File: src/rtl/fetch_controller.sv
// ---------------------------------------------------------------------------
// fetch_controller
//
// Sequences instruction fetch from a byte-addressed, little-endian instruction
// memory. Words are captured into a 2-entry buffer and handed to decode.
// Taken branches flush the buffer and redirect the fetch address. Fetching
// halts on running past the end of memory or on a misaligned redirect target.
//
// Handshake: Fetch_Valid means the buffer head (Fetch_Instr/Fetch_PC) holds a
// word. A transfer happens on a rising clk edge where Fetch_Valid and
// Fetch_Ready are both 1. Fetch_Valid never depends combinationally on
// Fetch_Ready. A redirect in the same cycle cancels the transfer.
//
// Ports:
//   clk           rising-edge clock
//   reset         asynchronous active-low reset
//   Enable        permits new fetches; buffered words drain regardless
//   Instr_Addr    registered byte address to instruction memory
//   Instruction   memory read data for Instr_Addr (same cycle)
//   Branch_Taken  one-cycle redirect request
//   Branch_Target redirect address
//   Fetch_Valid   buffer head is valid
//   Fetch_Ready   decode accepts the head
//   Fetch_Instr   head instruction
//   Fetch_PC      head instruction address
//   Halted        in HALT with the buffer empty
//   Misaligned    sticky: a redirect target had nonzero low bits
//   dbg_state_o   current FSM state (IDLE=0, FETCH=1, HALT=2)
//   dbg_count_o   current buffer occupancy
// ---------------------------------------------------------------------------
module fetch_controller #(
  parameter logic [63:0] RESET_PC   = 64'd0,
  parameter int unsigned IMEM_LAST  = 200,
  parameter int          FIFO_DEPTH = 2
) (
  input  logic        clk,
  input  logic        reset,
  input  logic        Enable,
  output logic [63:0] Instr_Addr,
  input  logic [31:0] Instruction,
  input  logic        Branch_Taken,
  input  logic [63:0] Branch_Target,
  output logic        Fetch_Valid,
  input  logic        Fetch_Ready,
  output logic [31:0] Fetch_Instr,
  output logic [63:0] Fetch_PC,
  output logic        Halted,
  output logic        Misaligned,
  output logic [1:0]  dbg_state_o,
  output logic [1:0]  dbg_count_o
);

  typedef enum logic [1:0] {
    S_IDLE  = 2'd0,
    S_FETCH = 2'd1,
    S_HALT  = 2'd2
  } state_e;

  state_e      state_q, state_d;
  logic [63:0] addr_q, addr_d;
  logic [1:0]  count_q, count_d;
  logic        wr_q, wr_d;
  logic        rd_q, rd_d;
  logic [31:0] buf_instr_q [FIFO_DEPTH];
  logic [31:0] buf_instr_d [FIFO_DEPTH];
  logic [63:0] buf_pc_q [FIFO_DEPTH];
  logic [63:0] buf_pc_d [FIFO_DEPTH];
  logic [31:0] head_instr_q, head_instr_d;
  logic [63:0] head_pc_q, head_pc_d;
  logic        valid_q, valid_d;
  logic        halted_q, halted_d;
  logic        mis_q, mis_d;

  // Range checks use 65 bits so an address near the top of the 64-bit space
  // cannot wrap around and look fetchable.
  logic [64:0] addr_end;
  logic [64:0] tgt_end;
  logic        in_range;
  logic        tgt_in_range;
  logic        pop;
  logic        capture;

  assign addr_end     = {1'b0, addr_q} + 65'd3;
  assign tgt_end      = {1'b0, Branch_Target} + 65'd3;
  assign in_range     = (addr_end <= 65'(IMEM_LAST));
  assign tgt_in_range = (tgt_end <= 65'(IMEM_LAST));

  // A redirect wins over everything: no pop and no capture in its cycle.
  assign pop     = valid_q & Fetch_Ready & ~Branch_Taken;
  assign capture = (state_q == S_FETCH) & Enable & in_range &
                   ((count_q != 2'd2) | pop) & ~Branch_Taken;

  always_comb begin
    state_d     = state_q;
    addr_d      = addr_q;
    count_d     = count_q;
    wr_d        = wr_q;
    rd_d        = rd_q;
    buf_instr_d = buf_instr_q;
    buf_pc_d    = buf_pc_q;
    mis_d       = mis_q;

    if (Branch_Taken) begin
      count_d = 2'd0;
      wr_d    = 1'b0;
      rd_d    = 1'b0;
      addr_d  = Branch_Target;
      if (Branch_Target[1:0] != 2'b00) begin
        state_d = S_HALT;
        mis_d   = 1'b1;
      end else if (!tgt_in_range) begin
        state_d = S_HALT;
      end else if (state_q == S_IDLE) begin
        state_d = S_IDLE;
      end else begin
        state_d = S_FETCH;
      end
    end else begin
      if (pop) begin
        rd_d = ~rd_q;
      end
      if (capture) begin
        buf_instr_d[wr_q] = Instruction;
        buf_pc_d[wr_q]    = addr_q;
        wr_d              = ~wr_q;
        addr_d            = addr_q + 64'd4;
      end
      case ({capture, pop})
        2'b10:   count_d = count_q + 2'd1;
        2'b01:   count_d = count_q - 2'd1;
        default: count_d = count_q;
      endcase
      case (state_q)
        S_IDLE:  if (Enable) state_d = S_FETCH;
        S_FETCH: if (!in_range) state_d = S_HALT;
        default: state_d = state_q;
      endcase
    end

    // Head outputs are registered and hold their last value when empty.
    head_instr_d = head_instr_q;
    head_pc_d    = head_pc_q;
    if (count_d != 2'd0) begin
      head_instr_d = buf_instr_d[rd_d];
      head_pc_d    = buf_pc_d[rd_d];
    end
    valid_d  = (count_d != 2'd0);
    halted_d = (state_d == S_HALT) && (count_d == 2'd0);
  end

  always_ff @(posedge clk or negedge reset) begin
    if (!reset) begin
      state_q      <= S_IDLE;
      addr_q       <= RESET_PC;
      count_q      <= 2'd0;
      wr_q         <= 1'b0;
      rd_q         <= 1'b0;
      for (int i = 0; i < FIFO_DEPTH; i++) begin
        buf_instr_q[i] <= 32'd0;
        buf_pc_q[i]    <= 64'd0;
      end
      head_instr_q <= 32'd0;
      head_pc_q    <= 64'd0;
      valid_q      <= 1'b0;
      halted_q     <= 1'b0;
      mis_q        <= 1'b0;
    end else begin
      state_q      <= state_d;
      addr_q       <= addr_d;
      count_q      <= count_d;
      wr_q         <= wr_d;
      rd_q         <= rd_d;
      buf_instr_q  <= buf_instr_d;
      buf_pc_q     <= buf_pc_d;
      head_instr_q <= head_instr_d;
      head_pc_q    <= head_pc_d;
      valid_q      <= valid_d;
      halted_q     <= halted_d;
      mis_q        <= mis_d;
    end
  end

  assign Instr_Addr  = addr_q;
  assign Fetch_Valid = valid_q;
  assign Fetch_Instr = head_instr_q;
  assign Fetch_PC    = head_pc_q;
  assign Halted      = halted_q;
  assign Misaligned  = mis_q;
  assign dbg_state_o = state_q;
  assign dbg_count_o = count_q;

endmodule

File: config.mk
export PLATFORM = sky130hd
export DESIGN_NAME = fetch_controller
export DESIGN_NICKNAME = d
export VERILOG_FILES = /design/src/rtl/fetch_controller.sv
export SDC_FILE = /design/constraint.sdc
export NUM_CORES = 1
export LEC_CHECK = 0
export BUFFER_PORTS_ARGS = -buffer_cell sky130_fd_sc_hd__buf_2
export CORE_ASPECT_RATIO = 1.2
export CORE_MARGIN = 2
export CORE_UTILIZATION = 55
export CTS_BUF_LIST = sky130_fd_sc_hd__clkbuf_2
export DETAILED_ROUTE_END_ITERATION = 12
export PLACE_DENSITY = 0.78
export SYNTH_ARGS = -nofsm -noshare
export SYNTH_HDL_FRONTEND = slang
export SYNTH_SLANG_ARGS = --single-unit
File: constraint.sdc
create_clock -name clk -period 11.34 [get_ports clk]
set_input_delay 1.134 -clock clk [delete_from_list [all_inputs] [get_ports clk]]
set_output_delay 1.134 -clock clk [all_outputs]
set_load 0.005 [all_outputs]
# Word level (Yosys, flattened, before mapping)
# Cells that the tools add are included.
[classes]
addsub = 5
n_mul = 0
div_mod_pow = 0
magnitude_cmp = 5
eq_ne = 5
n_shift = 0
n_mux = 31
bitwise = 12
n_reduce_logical = 8
[ops]
columns = ["operator", "n"]
rows = [
  ["$mux 64", 8],
  ["$mux 128", 2],
  ["$add 64x2->65 const B", 2],
  ["$le 65x8->1 const B", 2],
  ["$bwmux 128", 1],
  ["$mux 32", 4],
  ["$add 64x3->64 const B", 1],
  ["$bwmux 64", 1],
  ["$demux 64 s1", 1],
  ["$demux 32 s1", 1],
  ["$mux 2", 6],
  ["$pmux 2 s2", 2],
  ["$and 1x1->1", 6],
  ["$reduce_bool 2->1", 3],
  ["$mux 1", 5],
  ["$eq 2x1->1 const B", 2],
  ["$eq 2x2->1 const B", 2],
  ["$ge 2x2->1 const B", 2],
  ["$logic_not 2->1", 2],
  ["$not 1->2", 2],
  ["$not 1->1", 3],
  ["$add 2x1->2 const B", 1],
  ["$logic_and 1x1->1", 2],
  ["$lt 2x1->1 const B", 1],
  ["other kinds (4)", 4],
]
[word_totals]
register_bits = 361
latchBits = 0
mem_bits_rw = 0
romBits = 0
input_bits = 101
output_inout_bits = 167
wordCells = 80
n_memories = 0

# Logic depth before layout (Yosys ltp)
[depth]
ltp_word = 11
depth_mapped = 21
ltp_nobuf = 18

# Worst setup path before layout
# Ideal clock, no wire load.
[synth_timing]
path_type = "register to register"
startpoint = "register addr_q[3] (netlist: Instr_Addr[3])"
endpoint = "register head_pc_q[10] (netlist: Fetch_PC[10])"
setup_time_ns = 0.146
arrival_ns = 4.451
required_ns = 11.194
slack_ns = 6.743
stages_incl_launch_ff = 19
path_buffers = 2
synth_period_minus_slack_ns = 4.597
cell_sequence = "dfrtp_1 > ha_1 > nand4_1 > or4_1 > buf_2 > nor4_1 > mux2i_1 > nand4_1 > nor4_1 > nand3b_1 > ha_1 > nor2_1 > xnor2_1 > nor2_1 > nor2_1 > inv_1 > o21ai_0 > clkbuf_1 > o221ai_1"
[synth_via]
word_cells_on_any_way = 15
cone_classes = "1 x add/sub; 1 x order compare; 2 x eq/ne; 7 x mux; 3 x bitwise; 1 x reduce/logical"
[synth_lines]
columns = ["item", "line", "text"]
rows = [
  ["start, declared", "60", "logic [63:0] addr_q, addr_d;"],
  ["start signal, assigned", "169", "addr_q <= addr_d;"],
  ["$add 64x2->65 *", "83", "assign addr_end = {1'b0, addr_q} + 65'd3;"],
  ["$le 65x8->1 *", "85", "assign in_range = (addr_end <= 65'(IMEM_LAST));"],
  ["$and 1x1->1 * (2 in series)", "90", "assign capture = (state_q == S_FETCH) & Enable & in_range &"],
  ["$and 1x1->1 *", "91", "((count_q != 2'd2) | pop) & ~Branch_Taken;"],
  ["$eq 2x1->1 / $eq 2x2->1 (equally long branches)", "128", "case ({capture, pop})"],
  ["$pmux 2 s2 *", "128", ""],
  ["$mux 2 *", "103", "if (Branch_Taken) begin"],
  ["via count_d[1]", "61", "logic [1:0] count_q, count_d;"],
  ["$reduce_bool 2->1 *", "143", "if (count_d != 2'd0) begin"],
  ["end signal, assigned", "176", "head_pc_q <= head_pc_d;"],
  ["end, declared", "69", "logic [63:0] head_pc_q, head_pc_d;"],
]
# Mark *: on every way through the listed nets, which the timed path passes. The rest lies on a longest branch. The select of a mux whose other input is x is not followed.
# A chain may end at the register's enable or synchronous reset.

# Worst setup path after layout
[layout_timing]
startpoint = "register addr_q[3] (netlist: Instr_Addr[3])"
endpoint = "register head_pc_q[53] (netlist: Fetch_PC[53])"
# The elaborated chain is that of the path after synthesis.

==> results.cfg <==
[run_status]
status = complete, no violations

[route]
ant_nets = 0
num_vias = 13840
dr.pass1.iters = 5
totalWireLength_um = 46810
vias_per_cell = 5.992
drc = 0
drtIter0Drc = 1040
wl_per_cell_um = 20.26

[cts]
numCtsBuffers = 87
cts_buffer_depth = 3
cts_tree = built
htreeDepth = 3
cts_resized = 0
clock_sinks = 361
clkTransAtPathRegs_ns = 0.12
cts_setup_buffers = 0
cts-root-buf = clkbuf_2
clkLatencyLatePin_ns = 0.96
cts-hold-fix-buffers = 0

[worst_setup_path]
required_ns = 12.02
crit_family = simple AND/OR/NAND/NOR gates
critPathLaunchType = register
worstPathCellList = ha_1 -> nand4_1 -> or4_1 -> nor4_1 -> mux2i_1 -> nand4_1 -> nor4_1 -> buf_4 -> nand3b_1 -> ha_1 -> nor2_1 -> xnor2_1 -> nor2_1 -> nor2_4 -> buf_4 -> inv_2 -> o21ai_4 -> buf_4 -> o221ai_1
critPathMaxFanout = 59
path_buf_inv = 4
cp.arrival_ns = 7.19
slowest_stage = or4_1
crit_path_max_incr_delay_ns = 0.72
critPathCaptureType = register
crit_top_cell = buf_4
setup.worst_path.class = register to register

[synth]
yosysUniqueCellTypes = 70
yosys_warnings = 0
synth_area_leaders = dfrtp_1, mux2_2, nand2_1
synth_top_area_cell = dfrtp_1
ys_seq_elements = 361
synthFlopType = dfrtp_1
synthesis.area_sq_um = 16820
syn-instance-count = 1569
syn_nets = 1672
seq_area_frac_synth_pct = 53.71
yosys.area.top_type_share_pct = 53.71
synth_edf_count = 0
postSynthAreaPerCell_sq_um = 10.72
async_reset_ff_share_pct = 100.0

[global_route]
gr-total-overflow = 0
grt_pass1_wl_um = 73240
antenna_found_initial = 11
grt_pass1_vias = 13700
grt_start_max_net_pins = 169
grt_util_all_layers_pct = 29.18

[pwr]
power.switching_uw = 688.1
p_seq_share_pct = 57.2
p_comb_share_pct = 7.8
p_clk_share_pct = 35.0
internal_power_uw = 1704
finalPower_uw = 2392
peakVddDrop_mv = 0.08099
swShare_pct = 28.77
p_per_area_nw_per_um2 = 124.5
p_leak_uw = 0.009894

[floorplan]
die_area_sq_um = 32000
num_rows = 70
core-area_sq_um = 30300
start_util_pct = 55.50
io_pins = 268
fp.dieH_um = 195.6
die_x_um = 163.6

[timing]
finalCritPeriodShare_pct = 57.36
setup-tns-final_ns = 0
min_period_ns = 6.505
max_freq_ghz = 0.1537
setup_viol = 0
hold_viol = 0
worst_pin_slew_ns = 1.089
rsz0062_at_grt = no
finalMaxSlewViolations = 0
fin_skew_ns = 0.1271
relSlewSlack_pct = 27.41

[placement]
gp_congestion = 0.9361
dp_hpwl_um = 31500
portBuffers = 267

[run]
maxCapViolCount = 0

[cells_and_area]
nFillCells = 2530
final_common_cell = dfrtp_1
area_delta_synth_final_pct = 14.19
fin_nets = 1952
mostFrequentLayoutCells = dfrtp_1, buf_2, nand2_1
drive_above_1_share_pct = 29.94
post-route-util_pct = 63.38

[hold_path]
hp-class = input pin to async pin
==> cell families (layout without fill, tap and decap cells) <==
kind of cell	after synthesis	after routing	synth area share (%)
other	0	7	0
AND/OR/NAND/NOR	562	562	17.24
XOR/XNOR	38	38	1.979
buffers and inverters	217	555	5.110
multiplexers	185	185	12.01
adder cells (fa/ha/maj)	2	2	0.1488
flip-flops	361	361	53.71
AO/OA/AOI/OAI	204	204	9.805
==> per-stage QoR <==
stage | hold slack (ns) | cell area (sq um) | std cells | worst slack [ns]
3_5_place_dp | 0.4449 | 18440 | 2156 | 5.009
4_1_cts | 0.2351 | 19190 | 2303 | 4.878
2_1_floorplan | 0.4264 | 16820 | 1569 | 6.743
3_3_place_gp | 0.4372 | 18440 | 2156 | 5.120
6_report | 0.2432 | 19210 | 2310 | 4.835
5_1_grt | 0.2513 | 19200 | 2307 | 4.355
==> synthesized netlist by cell type, types with 3 or more instances <==
master and number:
buf_2 5, or4_1 9, nor3_1 21, or2_2 3, mux2i_1 50, nand3_1 80, a31oi_1 12, mux2_2 134
clkbuf_1 79, xnor2_1 22, a41oi_1 3, o211ai_1 4, nor2_1 46, inv_1 125, nor4b_1 4, dfrtp_1 361
a21oi_1 17, nand3b_1 4, and2_1 6, o221ai_1 56, xor2_1 16, o21ai_0 35, a2111oi_0 5, nand2_1 221
nor2b_1 3, and4_1 18, nor4_1 37, o221a_1 40, and3_1 27, nand4_1 46, a22o_1 3, nand2b_1 9
or3_1 9, a211oi_1 3, o2111ai_1 3, buf_6 5
==> path summary, 6_finish.rpt <==
| path | from | endpoint | slack [ns] | cells past startpoint |
|---|---|---|---|---|
| worst max-delay path | Instr_Addr[3] | Fetch_PC[53] | 4.83 | 19 |
| worst min-delay path | reset | Instr_Addr[63] | 0.24 | 1 |
| worst max register to register | Instr_Addr[3] | Fetch_PC[53] | 4.83 | 19 |
| worst min register to register | buf_pc_q[39] | buf_pc_q[39] | 0.46 | 2 |
| max in group asynchronous | reset | buf_instr_q[17] | 8.62 | 3 |
| min in group clk | Branch_Target[16] | Instr_Addr[16] | 0.43 | 3 |
==> registers in the layout, indices dropped and copies added, names as in the netlist <==
| signal | count |
|---|---|
| buf_pc_q | 128 |
| Fetch_PC | 64 |
| Instr_Addr | 64 |
| buf_instr_q | 64 |
| Fetch_Instr | 32 |
| dbg_count_o | 2 |
| dbg_state_o | 2 |
| Fetch_Valid | 1 |
| Halted | 1 |
| Misaligned | 1 |
| rd_q | 1 |
| wr_q | 1 |
==> routing by layer <==
| layer | vias up | part of all wire [%] | GRT usage (%) |
|---|---|---|---|
| met4 | 8 | 3.6 | 12.64 |
| met1 | 6855 | 41 | 39.02 |
| met3 | 127 | 9.0 | 8.857 |
| met2 | 576 | 46 | 44.21 |
| li1 | 6275 | - | - |
| met5 | - | 0.098 | 0 |
==> power by group through the flow <==
| stage | registers (uW) | logic [uW] | clock network [uW] |
|---|---|---|---|
| floorplan | 1370 | 88.6 | 0 |
| global placement | 1390 | 182 | 0 |
| detailed placement | 1390 | 185 | 0 |
| CTS | 1370 | 185 | 860 |
| global route | 1370 | 204 | 932 |
| finish | 1370 | 186 | 838 |
==> area by class of cell <==
cell class / instances / area (sq um) / area share, %
clock buffer: 127 / 635.6 / 3.309
multi-input combinational: 991 / 6959 / 36.23
tap: 396 / 495.5 / 2.580
sequential: 361 / 9034 / 47.03
antenna: 7 / 17.52 / 0.09120
inverter: 125 / 469.2 / 2.443
clock inverter: 20 / 115.1 / 0.5993
timing repair buffer: 283 / 1481 / 7.713
No activity file was read; power rests on OpenSTA's default activity.
